===== config.mk =====
export PLATFORM = sky130hd
export DESIGN_NAME = level_sequencer
export DESIGN_NICKNAME = d
export VERILOG_FILES = /design/src/rtl/hangman_pkg.sv /design/src/rtl/start_edge_det.sv /design/src/rtl/level_sequencer.sv
export SDC_FILE = /design/constraint.sdc
export NUM_CORES = 1
export LEC_CHECK = 0
export ABC_AREA = 1
export BUFFER_PORTS_ARGS = -buffer_cell sky130_fd_sc_hd__buf_2
export CAP_MARGIN = 10
export CORE_AREA = 2 2 79 81
export DETAILED_ROUTE_END_ITERATION = 6
export DIE_AREA = 0 0 81 83
export PLACE_DENSITY = 0.83
export SYNTH_ARGS = -nofsm -noshare
export SYNTH_HDL_FRONTEND = slang
export SYNTH_SLANG_ARGS = --single-unit

===== constraint.sdc =====
create_clock -name clk -period 2.7 [get_ports clk]
set_input_delay 0.54 -clock clk [delete_from_list [all_inputs] [get_ports clk]]
set_output_delay 0.54 -clock clk [all_outputs]
set_load 0.03 [all_outputs]

===== src/rtl/hangman_pkg.sv =====
// -----------------------------------------------------------------------------
// hangman_pkg
// Shared definitions for the Hangman game controllers:
//   - 3-bit state type and the level-sequencer state codes
//   - letter code width and alphabet size
//   - word_width(): packed word width for a given letter count
// -----------------------------------------------------------------------------
package hangman_pkg;

  // Each letter of a word is a 5-bit code.
  localparam int LETTER_W = 5;

  // One mask bit per alphabet letter.
  localparam int ALPHA = 26;

  // Encoded FSM state, exposed on the block's state port.
  typedef logic [2:0] state_t;

  localparam state_t IDLE   = 3'd0;
  localparam state_t FETCH  = 3'd1;
  localparam state_t LOAD   = 3'd2;
  localparam state_t INGAME = 3'd3;
  localparam state_t WON    = 3'd4;
  localparam state_t LOST   = 3'd5;

  // Width of a packed word of 'letters' letter codes.
  function automatic int word_width(input int letters);
    return LETTER_W * letters;
  endfunction

endpackage


===== src/rtl/start_edge_det.sv =====
// -----------------------------------------------------------------------------
// start_edge_det
// One-flop rising-edge detector. The flop's reset value is configurable so a
// level already high when reset is released can be treated as "not an edge".
//
// Ports:
//   clk    in   clock
//   reset  in   synchronous, active-high reset (flop <- RESET_VAL)
//   din    in   level to watch
//   rise   out  din & ~(din delayed one cycle); combinational pulse
// -----------------------------------------------------------------------------
module start_edge_det #(
  parameter logic RESET_VAL = 1'b1
) (
  input  logic clk,
  input  logic reset,
  input  logic din,
  output logic rise
);

  logic din_q_r;

  // Delayed copy of din used to spot the low-to-high transition.
  always_ff @(posedge clk) begin
    if (reset) begin
      din_q_r <= RESET_VAL;
    end else begin
      din_q_r <= din;
    end
  end

  assign rise = din & ~din_q_r;

endmodule


===== src/rtl/level_sequencer.sv =====
// -----------------------------------------------------------------------------
// level_sequencer
// Hangman level controller. Fetches a level's packed {word, mask} from an
// external synchronous ROM (one-cycle read latency), holds it stable while a
// round runs, tracks the current level and a saturating win streak, and after
// a win either auto-advances to the next level or returns to player selection.
//
// Ports:
//   clk           in   clock
//   reset         in   synchronous, active-high reset
//   start_game    in   start/acknowledge; only its rising edge is used
//   win_game      in   round won  (looked at only in INGAME)
//   lost_game     in   round lost (looked at only in INGAME, win has priority)
//   auto_advance  in   1: a win leads to level+1, 0: a win returns to IDLE
//   select        in   player-chosen level, taken when leaving IDLE
//   rom_addr      out  ROM address, always the level register
//   rom_q         in   ROM data {word, mask}, valid one cycle after rom_addr
//   word          out  latched word
//   mask          out  latched mask
//   word_valid    out  word/mask belong to the current level (INGAME/WON/LOST)
//   level         out  current level
//   streak        out  consecutive wins, saturating
//   state         out  FSM state code
// -----------------------------------------------------------------------------
module level_sequencer #(
  parameter  int LETTERS  = 6,
  parameter  int ALPHA    = 26,
  parameter  int LEVELS   = 16,
  parameter  int STREAK_W = 4,
  localparam int ADDR_W   = (LEVELS > 1) ? $clog2(LEVELS) : 1,
  localparam int WORD_W   = hangman_pkg::word_width(LETTERS),
  localparam int ROM_W    = WORD_W + ALPHA
) (
  input  logic                clk,
  input  logic                reset,
  input  logic                start_game,
  input  logic                win_game,
  input  logic                lost_game,
  input  logic                auto_advance,
  input  logic [ADDR_W-1:0]   select,
  output logic [ADDR_W-1:0]   rom_addr,
  input  logic [ROM_W-1:0]    rom_q,
  output logic [WORD_W-1:0]   word,
  output logic [ALPHA-1:0]    mask,
  output logic                word_valid,
  output logic [ADDR_W-1:0]   level,
  output logic [STREAK_W-1:0] streak,
  output logic [2:0]          state
);

  import hangman_pkg::*;

  localparam logic [ADDR_W-1:0]   LAST_LEVEL = ADDR_W'(LEVELS - 1);
  localparam logic [STREAK_W-1:0] STREAK_MAX = {STREAK_W{1'b1}};

  state_t                state_r;
  state_t                next_state_s;
  logic                  start_edge_s;

  // Datapath strobes decoded from the current state.
  logic                  ld_select_s;
  logic                  adv_level_s;
  logic                  ld_data_s;
  logic                  clr_valid_s;
  logic                  inc_streak_s;
  logic                  clr_streak_s;

  logic [ADDR_W-1:0]     level_r;
  logic [WORD_W-1:0]     word_r;
  logic [ALPHA-1:0]      mask_r;
  logic                  valid_r;
  logic [STREAK_W-1:0]   streak_r;

  // A start held high through reset must not count as a request, so the
  // detector's history flop comes out of reset at 1.
  start_edge_det #(
    .RESET_VAL (1'b1)
  ) u_start_edge (
    .clk   (clk),
    .reset (reset),
    .din   (start_game),
    .rise  (start_edge_s)
  );

  // State register.
  always_ff @(posedge clk) begin
    if (reset) begin
      state_r <= IDLE;
    end else begin
      state_r <= next_state_s;
    end
  end

  // Next-state decode.
  always_comb begin
    next_state_s = state_r;
    case (state_r)
      IDLE: begin
        if (start_edge_s) begin
          next_state_s = FETCH;
        end else begin
          next_state_s = IDLE;
        end
      end
      // ROM samples rom_addr at the end of FETCH; its data is present in LOAD.
      FETCH:  next_state_s = LOAD;
      LOAD:   next_state_s = INGAME;
      INGAME: begin
        if (win_game) begin
          next_state_s = WON;
        end else if (lost_game) begin
          next_state_s = LOST;
        end else begin
          next_state_s = INGAME;
        end
      end
      WON: begin
        if (start_edge_s) begin
          if (auto_advance) begin
            next_state_s = FETCH;
          end else begin
            next_state_s = IDLE;
          end
        end else begin
          next_state_s = WON;
        end
      end
      LOST: begin
        if (start_edge_s) begin
          next_state_s = IDLE;
        end else begin
          next_state_s = LOST;
        end
      end
      default: next_state_s = IDLE;
    endcase
  end

  // Datapath control strobes.
  always_comb begin
    ld_select_s  = 1'b0;
    adv_level_s  = 1'b0;
    ld_data_s    = 1'b0;
    clr_valid_s  = 1'b0;
    inc_streak_s = 1'b0;
    clr_streak_s = 1'b0;
    case (state_r)
      IDLE: begin
        if (start_edge_s) begin
          ld_select_s = 1'b1;
        end else begin
          ld_select_s = 1'b0;
        end
      end
      FETCH: begin
        ld_data_s = 1'b0;
      end
      LOAD: begin
        ld_data_s = 1'b1;
      end
      INGAME: begin
        // A loss alters no register here, so only the win path matters.
        if (win_game) begin
          inc_streak_s = 1'b1;
        end else begin
          inc_streak_s = 1'b0;
        end
      end
      WON: begin
        if (start_edge_s) begin
          clr_valid_s = 1'b1;
          adv_level_s = auto_advance;
        end else begin
          clr_valid_s = 1'b0;
        end
      end
      LOST: begin
        if (start_edge_s) begin
          clr_valid_s  = 1'b1;
          clr_streak_s = 1'b1;
        end else begin
          clr_valid_s  = 1'b0;
        end
      end
      default: begin
        clr_valid_s = 1'b1;
      end
    endcase
  end

  // Level register; advance wraps explicitly so non-power-of-two LEVELS works.
  always_ff @(posedge clk) begin
    if (reset) begin
      level_r <= '0;
    end else if (ld_select_s) begin
      level_r <= select;
    end else if (adv_level_s) begin
      if (level_r == LAST_LEVEL) begin
        level_r <= '0;
      end else begin
        level_r <= level_r + ADDR_W'(1);
      end
    end else begin
      level_r <= level_r;
    end
  end

  // Word/mask latch; held until the next LOAD, qualified by valid_r.
  always_ff @(posedge clk) begin
    if (reset) begin
      word_r <= '0;
      mask_r <= '0;
    end else if (ld_data_s) begin
      word_r <= rom_q[ROM_W-1:ALPHA];
      mask_r <= rom_q[ALPHA-1:0];
    end else begin
      word_r <= word_r;
      mask_r <= mask_r;
    end
  end

  // Data-valid flag.
  always_ff @(posedge clk) begin
    if (reset) begin
      valid_r <= 1'b0;
    end else if (ld_data_s) begin
      valid_r <= 1'b1;
    end else if (clr_valid_s) begin
      valid_r <= 1'b0;
    end else begin
      valid_r <= valid_r;
    end
  end

  // Win streak, saturating at all-ones.
  always_ff @(posedge clk) begin
    if (reset) begin
      streak_r <= '0;
    end else if (clr_streak_s) begin
      streak_r <= '0;
    end else if (inc_streak_s && (streak_r != STREAK_MAX)) begin
      streak_r <= streak_r + STREAK_W'(1);
    end else begin
      streak_r <= streak_r;
    end
  end

  assign rom_addr   = level_r;
  assign level      = level_r;
  assign word       = word_r;
  assign mask       = mask_r;
  assign word_valid = valid_r;
  assign streak     = streak_r;
  assign state      = state_r;

endmodule

[After elaboration in Yosys (flattened, before gate mapping)]
Cells that the tools add are included.
Cells by class
  bitwise logic cells: 2
  equal/unequal tests: 7
  magnitude comparators: 0
  add/sub/neg operators: 2
  reductions and logical operators: 7
  $mul: 0
  mux-type cells: 21
  shift operators: 0
  div/mod/pow operators: 0
Operators by type and width (number)
  case mux 3 bit (6 select lines): 1
  2-to-1 mux 1 bit: 12
  2-to-1 mux 3 bit: 4
  2-to-1 mux 4 bit: 3
  adder 4 x 1 -> 4 bit, second input constant: 2
  equality test 3 x 2 -> 1 bit, second input constant: 2
  equality test 3 bit, second input constant: 2
  equality test 4 bit, second input constant: 1
  inequality test 4 bit, second input constant: 1
  nonzero test 2 bit: 2
  OR reduction 2 bit: 2
  OR reduction 4 bit: 1
  equality test 3 x 1 -> 1 bit, second input constant: 1
  logical NOT 3 bit: 1
  case mux 1 bit (2 select lines): 1
  bitwise AND 1 bit: 1
  logical AND 1 bit: 1
  NOT 1 bit: 1
Storage, ports and cells
  bits in writable memories: 0
  memory bits (read-only): 0
  memories kept: 0
  register bits after elaboration: 69
  bits in latches: 0
  input bits: 66

[Depth between registers and ports, before layout]
Gate-level depths: netlist of run 1.
  depth after elaboration: 6
  mapped depth: 8

[Cells and area by module]
Synthesis of run 1 repeated with hierarchy kept, for this count alone.
Unflattened totals
  cell total of the unflattened synthesis: 359
  area total of the unflattened synthesis: 2760.1 sq um
Modules (own cells, without submodules)
  level_sequencer: seq. area each 1361.3 sq um, area each 2722.6 sq um, instances 1, cells an instance 354
  start_edge_det: seq. area each 20.0 sq um, area each 37.5 sq um, instances 1, cells an instance 5

[Worst setup path before layout of run 1]
Ideal clock, no wire load.
  path type: register to register
  start: register state_r[1] (netlist: state[1])
  end: register mask_r[6] (netlist: mask[6])
  arrival time: 1.252 ns
  cell stages (with the launch flop): 8
  buffers on the path: 2
  data required time: 2.568 ns
  clock period less this slack: 1.384 ns
  slack: 1.316 ns
  cells stage by stage: dfxtp_1 -> inv_2 -> nor2_4 -> nand2_2 -> buf_4 -> buf_4 -> nand2_1 -> a21oi_1
Between the ends
  cells in the longest elaborated chain, start to end: 2
Ends and longest elaborated chain
  start, declared: RTL line level_sequencer.sv:56  | state_t state_r;
  start signal, assigned: RTL line level_sequencer.sv:90  | state_r <= next_state_s;
  equality test 3 x 2 -> 1 bit: RTL line level_sequencer.sv:147  | case (state_r)
  2-to-1 mux 1 bit: RTL line level_sequencer.sv:147
  end signal, assigned: RTL line level_sequencer.sv:215  | mask_r <= rom_q[ALPHA-1:0];
  end signal, assigned: RTL line level_sequencer.sv:218  | mask_r <= mask_r;
  end, declared: RTL line level_sequencer.sv:70  | logic [ALPHA-1:0] mask_r;
No other way between the ends.
A chain may end at the register's enable or synchronous reset.

[Final worst setup path of run 1]
  start: register state_r[2] (netlist: state[2])
  end: register word_r[22] (netlist: word[22])
Between the ends
  cells in the longest elaborated chain, start to end: 2
Ends and longest elaborated chain
  equality test 3 x 2 -> 1 bit: RTL line level_sequencer.sv:147
  2-to-1 mux 1 bit: RTL line level_sequencer.sv:147
  end signal, assigned: RTL line level_sequencer.sv:214  | word_r <= rom_q[ROM_W-1:ALPHA];
  end signal, assigned: RTL line level_sequencer.sv:217  | word_r <= word_r;
  end, declared: RTL line level_sequencer.sv:69  | logic [WORD_W-1:0] word_r;
No other way between the ends.

==> metrics.txt, run 1 <==
Slew Limit Fails=0; Die H=83 um; worst path arrival time=1.98 ns; vias in the first global route=2607; crit-path most repeated cell=buf_4; Tightest Hold Check Type=primary input to flop; Num CTS Buffers=9; nets=555; initial antenna violation count=0; Pre-Repair DR Iteration Count=4; WP data required=2.94 ns; fillers=562; top cell type's share of synthesized area=0.496; Slowest-stage cell, CP=dfxtp_1; post-route ant nets=0; switching part of the total=0.276; total of max-cap violations=0; internal power=1500 uW; most frequent cells in the layout=137 x buf_2, 86 x nand2_1, 69 x dfxtp_1; fin worst setup slack=0.960 ns; Non-Filler Instances=564; mapped cell area=0.00279 mm^2; GRT overflow=0; # diodes=0; Synth area leader=dfxtp_1; Distinct cells, synth=24; RePlAce Congestion=0.826; sequential share of power=0.522; Worst path depth=6; Final min period=1.74 ns; clock power share=0.325; Crit. Startpoint=state[2]$_SDFF_PP0_; Die W=81 um; Pwr Density=581 mW/mm^2; commonest non-fill, non-tap cell in the layout=buf_2; HP Start=start_game; Slew headroom=0.672; VDD IR max=0.323 mV; top cells by area, synth=dfxtp_1 50%, nand3_1 12%, nand2_1 12%; Crit Path Max Fanout=51; largest stage delay on the critical path=0.47 ns; post-layout util=0.614; post-synth net total=431; static leakage=0.00164 uW; DRC=0; Placement Setup Slack=0.944 ns; 1st-iter DRT viols=180; Skew-Pair Late Insertion Delay=0.32 ns; drt wl/cell=12.7 um; clk_skew=0.00576 ns; Ys Warns=0; Synth Area per Inst=7.67 um^2; HPWL Detailed=5.17 mm; CTS H-tree depth=3; first-pass GRT wire length=11.2 mm; worst r2r src=state[2]$_SDFF_PP0_; CP delay by family, top=buffers and inverters; Least-Margin Pin Slew=0.493 ns; FP Rows=28; Final Hold Viols=0; Area Growth Syn to Fin=28.2%; IO Pins=138; PortBufs=137; worst hold path cell count=3; cells after synthesis=363; RSZ-0062 raised after global routing=false; Starting Density=0.479; Total Wirelength=7.18 mm; largest net degree at the start of global routing=52; via/cell ratio=5.08; register bit count reported by yosys=69; Inst Count DP=551; root buffer cell=clkbuf_8; overall routing resource usage=0.207; Sw Pwr=572 uW; Critical Path Sink Type=flop; Core Area=0.00582 mm^2; R2R depth=6; Clock Sinks=69; CTS resizes=0; CP Cell Sequence=nor2_4 > buf_4 > nand2_2 > buf_4 > nand2_1 > a21oi_1; setup_tns=0 ns; Logic pwr share=0.153; layout cells sized above 1=0.325; Worst setup SP type=flop; CTS Hold Buffers Added=0; multi-input combinational cell area=0.00116 mm^2; FMAX=0.575 GHz; register area=0.00138 mm^2; final setup fails=0; clock-pin slew on the worst setup and hold paths=0.07 ns; total number of vias=2865; die area=0.00672 mm^2; buffers plus inverters on the worst setup path=2; post-CTS setup buffer count=0; clock buffer depth=2; CTS tree=yes; Seq/Total Area, Yosys=0.496; status=finished, final reports clean; Setup Crit Path Kind=flop to flop; Final Cycle Share=0.644
-- Yosys cell counts --
cell,n
buf_6,4
dfxtp_1,69
o22ai_1,1
nor2_1,17
nand2_2,1
nand3_1,66
xor2_1,1
a21oi_1,61
nand4_1,2
nor3_1,2
o21bai_1,1
buf_2,10
o211ai_1,1
buf_4,9
nand3b_1,1
inv_2,2
ha_1,2
clkbuf_1,5
nand2_1,86
xnor2_1,1
o21ai_0,5
buf_1,1
nor2_4,1
inv_1,14
-- per-stage QoR --
step                      hold slack [ns]  cell area (um^2)  power (uW)
after floorplan                     0.585              2790        1320
after CTS                           0.421              3570        2100
after detailed placement            0.450              3420        1420
after global routing                0.429              3570        2170
final                               0.434              3570        2070
after global placement              0.445              3420        1420
-- sequential cells by signal (all words and copies together) (netlist names) --
signal                flops
level                     4
mask                     26
state                     3
streak                    4
u_start_edge.din_q_r      1
word                     30
word_valid                1
-- cell type report --
class	instances	area share
sequential	69	0.387
multi-input combinational	249	0.324
timing repair buffer	142	0.203
clock buffer	11	0.0396
tap	75	0.0263
inverter	16	0.0168
clock inverter	2	0.00350
-- power by group through the flow --
stage	Sequential [uW]	Clock, uW	Combinational (uW)
2_1_floorplan	1180	0	139
3_3_place_gp	1100	0	313
3_5_place_dp	1100	0	317
4_1_cts	1080	696	318
5_1_grt	1090	742	346
6_report	1080	675	317
-- worst register-to-register path: cells and delay by family, from the launching register on --
kind | cells | cell delay (ns)
DFF | 1 | 0.47
buffers and inverters | 2 | 0.67
and+or+nand+nor | 3 | 0.36
AOI/OAI and AO/OA | 1 | 0.17
-- metal layers --
layer / vias up / wire length, um / track usage
li1: 1448 / - / -
met5: - / 0 / 0
met4: 0 / 79 / 0.0770
met3: 8 / 554 / 0.0511
met1: 1297 / 3020 / 0.241
met2: 112 / 3530 / 0.361
-- path summary, 6_finish.rpt --
kind,to,slack (ns)
setup / recovery,word[22]$_SDFFE_PP0P_,0.96
hold / removal,u_start_edge.din_q_r$_SDFF_PP1_,0.43
setup reg to reg,word[22]$_SDFFE_PP0P_,0.96
hold reg to reg,mask[22]$_SDFFE_PP0P_,0.46
-- cells by family (layout without fill, tap and decap cells) --
| logic type | after synthesis | after routing | share of synthesized area |
|---|---|---|---|
| AO/OA/AOI/OAI | 69 | 69 | 0.126 |
| buffers and inverters | 45 | 171 | 0.0880 |
| adder cells (fa/ha/maj) | 2 | 2 | 0.00898 |
| AND/OR/NAND/NOR | 176 | 176 | 0.274 |
| flip-flops | 69 | 69 | 0.496 |
| XOR/XNOR | 2 | 2 | 0.00629 |
Power figures use the tool's default switching activity.
==> inputs of run 2 (changes only) <==
--- a/config.mk
+++ b/config.mk
@@ -8,10 +8,10 @@
 export ABC_AREA = 1
 export BUFFER_PORTS_ARGS = -buffer_cell sky130_fd_sc_hd__buf_2
 export CAP_MARGIN = 10
-export CORE_AREA = 2 2 79 81
+export CORE_AREA = 2 2 82 84
 export DETAILED_ROUTE_END_ITERATION = 6
-export DIE_AREA = 0 0 81 83
-export PLACE_DENSITY = 0.83
+export DIE_AREA = 0 0 84 86
+export PLACE_DENSITY = 0.77
 export SYNTH_ARGS = -nofsm -noshare
 export SYNTH_HDL_FRONTEND = slang
 export SYNTH_SLANG_ARGS = --single-unit
==> constraint.sdc (replaced) <==
create_clock -name clk -period 1.7 [get_ports clk]
set_input_delay 0.34 -clock clk [delete_from_list [all_inputs] [get_ports clk]]
set_output_delay 0.34 -clock clk [all_outputs]
set_load 0.03 [all_outputs]
==> run 2 against run 1 <==
Compared with the run above:
- global-route usage down 1.7 points
- sequential share of layout area down 0.47 points
- highest routed layer unchanged
- critical path type is now flop to primary output
- via count down 0.17%
- cell area up 1.2%
- worst hold slack worse by 0.20 ns
- clock skew about the same
- routed wire length down 1.2%
- non-clock buffer count up 3
- sequential cell count unchanged
- core utilization down 3.8 points
- count of clock-buffer cells in the layout up 1
==> metrics.txt, run 2 (synthesis gave the netlist of run 1 again) <==
CTS resizes=0 (unchanged); CTS H-tree depth=3 (unchanged); Final Hold Viols=0 (unchanged); Die W=84 um (+3.7%); post-route ant nets=0 (unchanged); Min Hold Slack=0.233 ns (-0.202 ns); status=finished, final reports clean; RePlAce Congestion=0.855 (+3.6%); # diodes=0 (unchanged); post-CTS setup buffer count=0 (unchanged); multi-input combinational cell area=0.00116 mm^2 (unchanged); drt wl/cell=12.5 um (-2.1%); setup_tns=0 ns (unchanged); clock buffer depth=2 (unchanged); Starting Density=0.444 (-0.0352); RSZ-0062 raised after global routing=false; layout cells sized above 1=0.331 (+0.00615); Final Cycle Share=0.836; root buffer cell=clkbuf_8; register area=0.00138 mm^2 (unchanged); FMAX=0.704 GHz; Area Growth Syn to Fin=29.8%; Least-Margin Pin Slew=0.354 ns (-0.138 ns); total of max-cap violations=0 (unchanged); Slowest-stage cell, CP=dfxtp_1; Sw Pwr=921 uW (+61%); total number of vias=2860 (-0.17%); Pre-Repair DR Iteration Count=5 (+1); overall routing resource usage=0.190 (-0.0166); PortBufs=137 (unchanged); clock power share=0.344 (+0.019); Critical Path Sink Type=primary output; nets=558 (+0.54%); IO Pins=138 (unchanged); post-layout util=0.576 (-0.0382); Slew Limit Fails=0 (unchanged); HPWL Detailed=5.07 mm (-1.8%); worst hold path cell count=3 (unchanged); Logic pwr share=0.150 (-0.003); first-pass GRT wire length=11.4 mm (+1.5%); clock-pin slew on the worst setup and hold paths=0.07 ns (about the same); Placement Setup Slack=0.352 ns (-0.592 ns); 1st-iter DRT viols=117 (-35%); Final min period=1.42 ns; Skew-Pair Late Insertion Delay=0.32 ns (about the same); HP Start=start_game; most frequent cells in the layout=137 x buf_2, 86 x nand2_1, 69 x dfxtp_1; clk_skew=0.00596 ns (+0.000205 ns); internal power=2470 uW (+65%); vias in the first global route=2542 (-2.5%); worst r2r src=state[1]$_SDFF_PP0_; Core Area=0.00628 mm^2 (+7.9%); CTS tree=yes; Die H=86 um (+3.6%); Crit. Startpoint=state[2]$_SDFF_PP0_; Tightest Hold Check Type=primary input to flop; die area=0.00722 mm^2 (+7.5%); Num CTS Buffers=9 (unchanged); CTS Hold Buffers Added=0 (unchanged); CP delay by family, top=flip-flops; final setup fails=0 (unchanged); static leakage=0.00166 uW (+1.4%); largest net degree at the start of global routing=35 (-33%); buffers plus inverters on the worst setup path=1 (-1); GRT overflow=0 (unchanged); worst path arrival time=1.08 ns (-0.90 ns); R2R depth=5 (-1); VDD IR max=0.412 mV (+28%); initial antenna violation count=0 (unchanged); largest stage delay on the critical path=0.50 ns (+0.03 ns); r2r setup slk=0.35 ns (-0.61 ns); Total Wirelength=7.10 mm (-1.2%); DRC=0 (unchanged); end of the worst register-to-register path=word[21]$_SDFFE_PP0P_; commonest non-fill, non-tap cell in the layout=buf_2; Worst setup SP type=flop; Slew headroom=0.764 (+0.0922); Hold Path Sink=u_start_edge.din_q_r$_SDFF_PP1_; fin worst setup slack=0.280 ns (-0.681 ns); fillers=616 (+9.6%); sequential share of power=0.506 (-0.016); WP data required=1.36 ns (-1.58 ns); Setup Crit Path Kind=flop to primary output; Crit Path Max Fanout=6 (-88%); switching part of the total=0.271 (-0.00427); CP Cell Sequence=buf_2; Pwr Density=939 mW/mm^2 (+62%); max FFs per register=30 (unchanged); via/cell ratio=5.03 (-1.1%); Clock Sinks=69 (unchanged); FP Rows=29 (+3.6%)
==> run 2: worst max path at each step <==
stage	endpoint	slack [ns]	cells after the start
finish	state[2]	0.28	1
global route	level[3]$_SDFFE_PP0P_	0.22	6
CTS	state[2]	0.27	1
detailed placement	level[3]$_SDFFE_PP0P_	0.35	8
global placement	word[21]$_SDFFE_PP0P_	0.42	5
floorplan	mask[6]$_SDFFE_PP0P_	0.32	7
==> run 2: power by group through the flow <==
stage	clock, uW	sequential, uW	combinational [uW]
after floorplan	0	1880	221
after CTS	1220	1720	512
after global placement	0	1750	506
after detailed placement	0	1750	512
final	1170	1720	509
after global routing	1280	1730	555
==> run 2: area by class of cell <==
cell class | instances | share of cell area
repair buffers | 145 | 0.206
clock buffers | 12 | 0.0457
well taps | 77 | 0.0267
flip-flops and latches | 69 | 0.382
clock inverters | 1 | 0.00208
multi-input cells | 249 | 0.321
inverters | 16 | 0.0166
==> run 2: through the flow <==
stage	instances	power, uW	area [um^2]
detailed placement	556	2270	3440
global route	569	3560	3610
global placement	556	2260	3440
floorplan	363	2100	2790
CTS	569	3450	3610
finish	569	3390	3610
==> run 2: layer usage <==
layer  track usage  up-vias  wire (um)
met1         0.239     1287       3040
met5             0        -          0
li1              -     1449          -
met3        0.0443       13        553
met2         0.321      111       3380
met4        0.0733        0        117
==> inputs of run 3 (changes only) <==
--- a/config.mk
+++ b/config.mk
@@ -5,13 +5,13 @@
 export SDC_FILE = /design/constraint.sdc
 export NUM_CORES = 1
 export LEC_CHECK = 0
-export ABC_AREA = 1
+export ABC_AREA = 0
 export BUFFER_PORTS_ARGS = -buffer_cell sky130_fd_sc_hd__buf_2
 export CAP_MARGIN = 10
-export CORE_AREA = 2 2 82 84
+export CORE_AREA = 2 2 80 82
 export DETAILED_ROUTE_END_ITERATION = 6
-export DIE_AREA = 0 0 84 86
-export PLACE_DENSITY = 0.77
+export DIE_AREA = 0 0 82 84
+export PLACE_DENSITY = 0.78
 export SYNTH_ARGS = -nofsm -noshare
 export SYNTH_HDL_FRONTEND = slang
 export SYNTH_SLANG_ARGS = --single-unit
==> constraint.sdc (replaced) <==
create_clock -name clk -period 1.4 [get_ports clk]
set_input_delay 0.28 -clock clk [delete_from_list [all_inputs] [get_ports clk]]
set_output_delay 0.28 -clock clk [all_outputs]
set_load 0.03 [all_outputs]
==> run 3 against run 2 <==
Compared with the run above:
- area after synthesis down 5.1%
- power up 30%
- first-iteration DRC count down 21%
- routed wire length down 3.7%
- global-route usage down 0.91 points
- combinational power up 60%
- cell area up 3.8%
- sequential share of layout area down 1.1 points
- via count down 7.7%
- clock skew down 0.0016 ns
- non-clock buffer count up 7
- critical path type is now flop to flop
==> metrics.txt, run 3 <==
status=finished, final reports clean; RePlAce Congestion=0.749 (-12%); top cell type's share of synthesized area=0.523 (+0.0268); CTS tree=yes; overall routing resource usage=0.181 (-0.00908); clk_skew=0.00438 ns (-0.00159 ns); Pre-Repair DR Iteration Count=4 (-1); Num CTS Buffers=9 (unchanged); clock power share=0.334 (-0.010); Primary FF master, synth=dfxtp_1; Slew Limit Fails=0 (unchanged); Slew headroom=0.755 (-0.00921); Die W=82 um (-2.4%); 1st-iter DRT viols=92 (-21%); GRT overflow=0 (unchanged); initial antenna violation count=0 (unchanged); internal power=3190 uW (+29%); post-route ant nets=0 (unchanged); Crit Path Max Fanout=8 (+2); FP Rows=29 (unchanged); Final Hold Viols=0 (unchanged); Synth area leader=dfxtp_1; Area Growth Syn to Fin=42.0%; die area=0.00689 mm^2 (-4.7%); commonest non-fill, non-tap cell in the layout=buf_2; total number of vias=2641 (-7.7%); post-layout instance area=0.00375 mm^2 (+3.8%); Seq/Total Area, Yosys=0.523 (+0.0268); layout cells sized above 1=0.390 (+0.0585); Min Hold Slack=0.187 ns (-0.0455 ns); DRC=0 (unchanged); static leakage=0.00173 uW (+4.0%); most numerous cell in the Yosys netlist=nand2_1; VDD IR max=0.850 mV (+110%); root buffer cell=clkbuf_8; total power=4430 uW (+30%); WP data required=1.61 ns (+0.25 ns); HPWL Detailed=4.33 mm (-15%); nets=537 (-3.8%); Area after DPL=0.00341 mm^2 (-0.95%); first-pass GRT wire length=9.87 mm (-13%); Final Cycle Share=0.992; CTS H-tree depth=3 (unchanged); most frequent cells after synthesis=114 x nand2_1, 69 x dfxtp_1, 60 x a21oi_1, 13 x nor2_1, 10 x buf_2; Synth Area per Inst=7.98 um^2 (+4.1%); mapped cell area=0.00264 mm^2 (-5.1%); Total Wirelength=6.84 mm (-3.7%); Inst Count DP=526 (-5.4%); CP delay by family, top=simple AND/OR/NAND/NOR gates; Critical Path Sink Type=flop; Slowest-stage cell, CP=or4b_4; post-synth net total=399 (-7.4%); final setup fails=0 (unchanged); switching part of the total=0.279 (+0.00787); PortBufs=137 (unchanged); Clock Sinks=69 (unchanged); Worst setup SP type=flop; RSZ-0062 raised after global routing=true; Skew-Pair Late Insertion Delay=0.32 ns (about the same); buffers plus inverters on the worst setup path=1 (unchanged); CTS Hold Buffers Added=0 (unchanged); EDFF count, synth=0 (unchanged); sequential share of power=0.481 (-0.025); Die H=84 um (-2.3%); total of max-cap violations=0 (unchanged); Tightest Hold Check Type=primary input to flop; max FFs per register=30 (unchanged); CP Cell Sequence=or4b_4 > a21oi_4 > buf_4 > a211oi_2; vias in the first global route=2385 (-6.2%); FMAX=0.720 GHz; register bit count reported by yosys=69 (unchanged); Non-Filler Instances=549 (-3.5%); fillers=577 (-6.3%); drt wl/cell=12.5 um (-0.18%); largest net degree at the start of global routing=57 (+63%); Distinct cells, synth=36 (+50%); top cells by area, synth=dfxtp_1 52%, nand2_1 16%, a21oi_1 11%; largest stage delay on the critical path=0.54 ns (+0.04 ns); Pwr Density=1180 mW/mm^2 (+26%); # diodes=0 (unchanged); via/cell ratio=4.81 (-4.3%); Final min period=1.39 ns; Starting Density=0.433 (-0.0102); cells after synthesis=331 (-8.8%); worst path arrival time=1.59 ns (+0.51 ns); asr flop ratio synth=0 (unchanged); Logic pwr share=0.184 (+0.034); most frequent cells in the layout=137 x buf_2, 114 x nand2_1, 63 x dfxtp_1; clock-pin slew on the worst setup and hold paths=0.07 ns (about the same); Sw Pwr=1240 uW (+34%); clock buffer depth=2 (unchanged); Least-Margin Pin Slew=0.368 ns (+0.0138 ns); Core Area=0.00610 mm^2 (-2.9%); Ys Warns=0 (unchanged); IO Pins=138 (unchanged); Setup Crit Path Kind=flop to flop
-- run 3: cell count changes after synthesis, moves of 4 or more --
cell / previous run / this run
inv_1: 14 / 5
nand2_1: 86 / 114
nor2_1: 17 / 13
nand3_1: 66 / 3
buf_4: 9 / 4
a31oi_1: 0 / 4
-- run 3: worst paths after layout --
kind | endpoint | cells past startpoint | slack [ns] | start
worst max-delay path | level[0]$_SDFFE_PP0P_ | 4 | 0.01 | state[1]$_SDFF_PP0_
worst min-delay path | mask[3]$_SDFFE_PP0P_ | 3 | 0.19 | rom_q[3]
worst max register to register | level[0]$_SDFFE_PP0P_ | 4 | 0.01 | state[1]$_SDFF_PP0_
worst min register to register | word[29]$_SDFFE_PP0P_ | 2 | 0.45 | word[29]$_SDFFE_PP0P_
-- run 3: per-stage QoR --
step,TNS (ns),worst slack (ns),util
2_1_floorplan,-0.115,-0.0651,-
3_3_place_gp,0,0.0367,0.559
3_5_place_dp,0,0.0206,0.559
4_1_cts,0,0.0000345,0.589
5_1_grt,-0.220,-0.0712,0.616
6_report,0,0.0118,0.616
-- run 3: worst min-delay path: stages --
cell,delay (ns)
buf_2,0.09
nand2_1,0.04
a21oi_1,0.05
-- run 3: repair_timing --
| action | 4_1_cts | 5_1_grt |
|---|---|---|
| setup buffers | 0 | 5 |
| endpoints found under the setup margin | 0 | 61 |
| gates resized for setup | 0 | 6 |
| endpoints found under the hold margin | 0 | 0 |
-- run 3: power by group through the flow --
stage                     logic, uW  registers [uW]  clock network, uW
after CTS                       738            2130               1540
after detailed placement        737            2170                  0
after global routing            884            2140               1630
after global placement          731            2170                  0
final                           816            2130               1480
after floorplan                 300            2360                  0
-- run 3: layout make-up --
class / count / area, um^2 / area share
Clock buffer: 13 / 179 / 0.0477
Tap cell: 77 / 96.3 / 0.0257
Multi-Input combinational cell: 232 / 1160 / 0.309
Timing Repair Buffer: 152 / 901 / 0.240
Inverter: 5 / 18.8 / 0.00500
Sequential cell: 69 / 1390 / 0.371
Clock inverter: 1 / 5.00 / 0.00133
-- run 3: kinds of logic (layout without fill, tap and decap cells) --
logic type / after synthesis / in the layout / share of synthesized area
XOR/XNOR: 2 / 2 / 0.00663
AO/OA/AOI/OAI: 78 / 78 / 0.165
multiplexers: 2 / 2 / 0.00758
adder cells (fa/ha/maj): 2 / 2 / 0.00947
flip-flops: 69 / 69 / 0.523
AND/OR/NAND/NOR: 147 / 148 / 0.232
buffers and inverters: 31 / 171 / 0.0573
-- run 3: per-layer routing --
| layer | part of all wire | vias to the layer above | global-route usage | routed length, um |
|---|---|---|---|---|
| li1 | - | 1362 | - | - |
| met1 | 0.43 | 1176 | 0.205 | 2920 |
| met3 | 0.069 | 10 | 0.0541 | 470 |
| met4 | 0.016 | 0 | 0.0833 | 111 |
| met5 | 0 | - | 0 | 0 |
| met2 | 0.49 | 93 | 0.307 | 3340 |
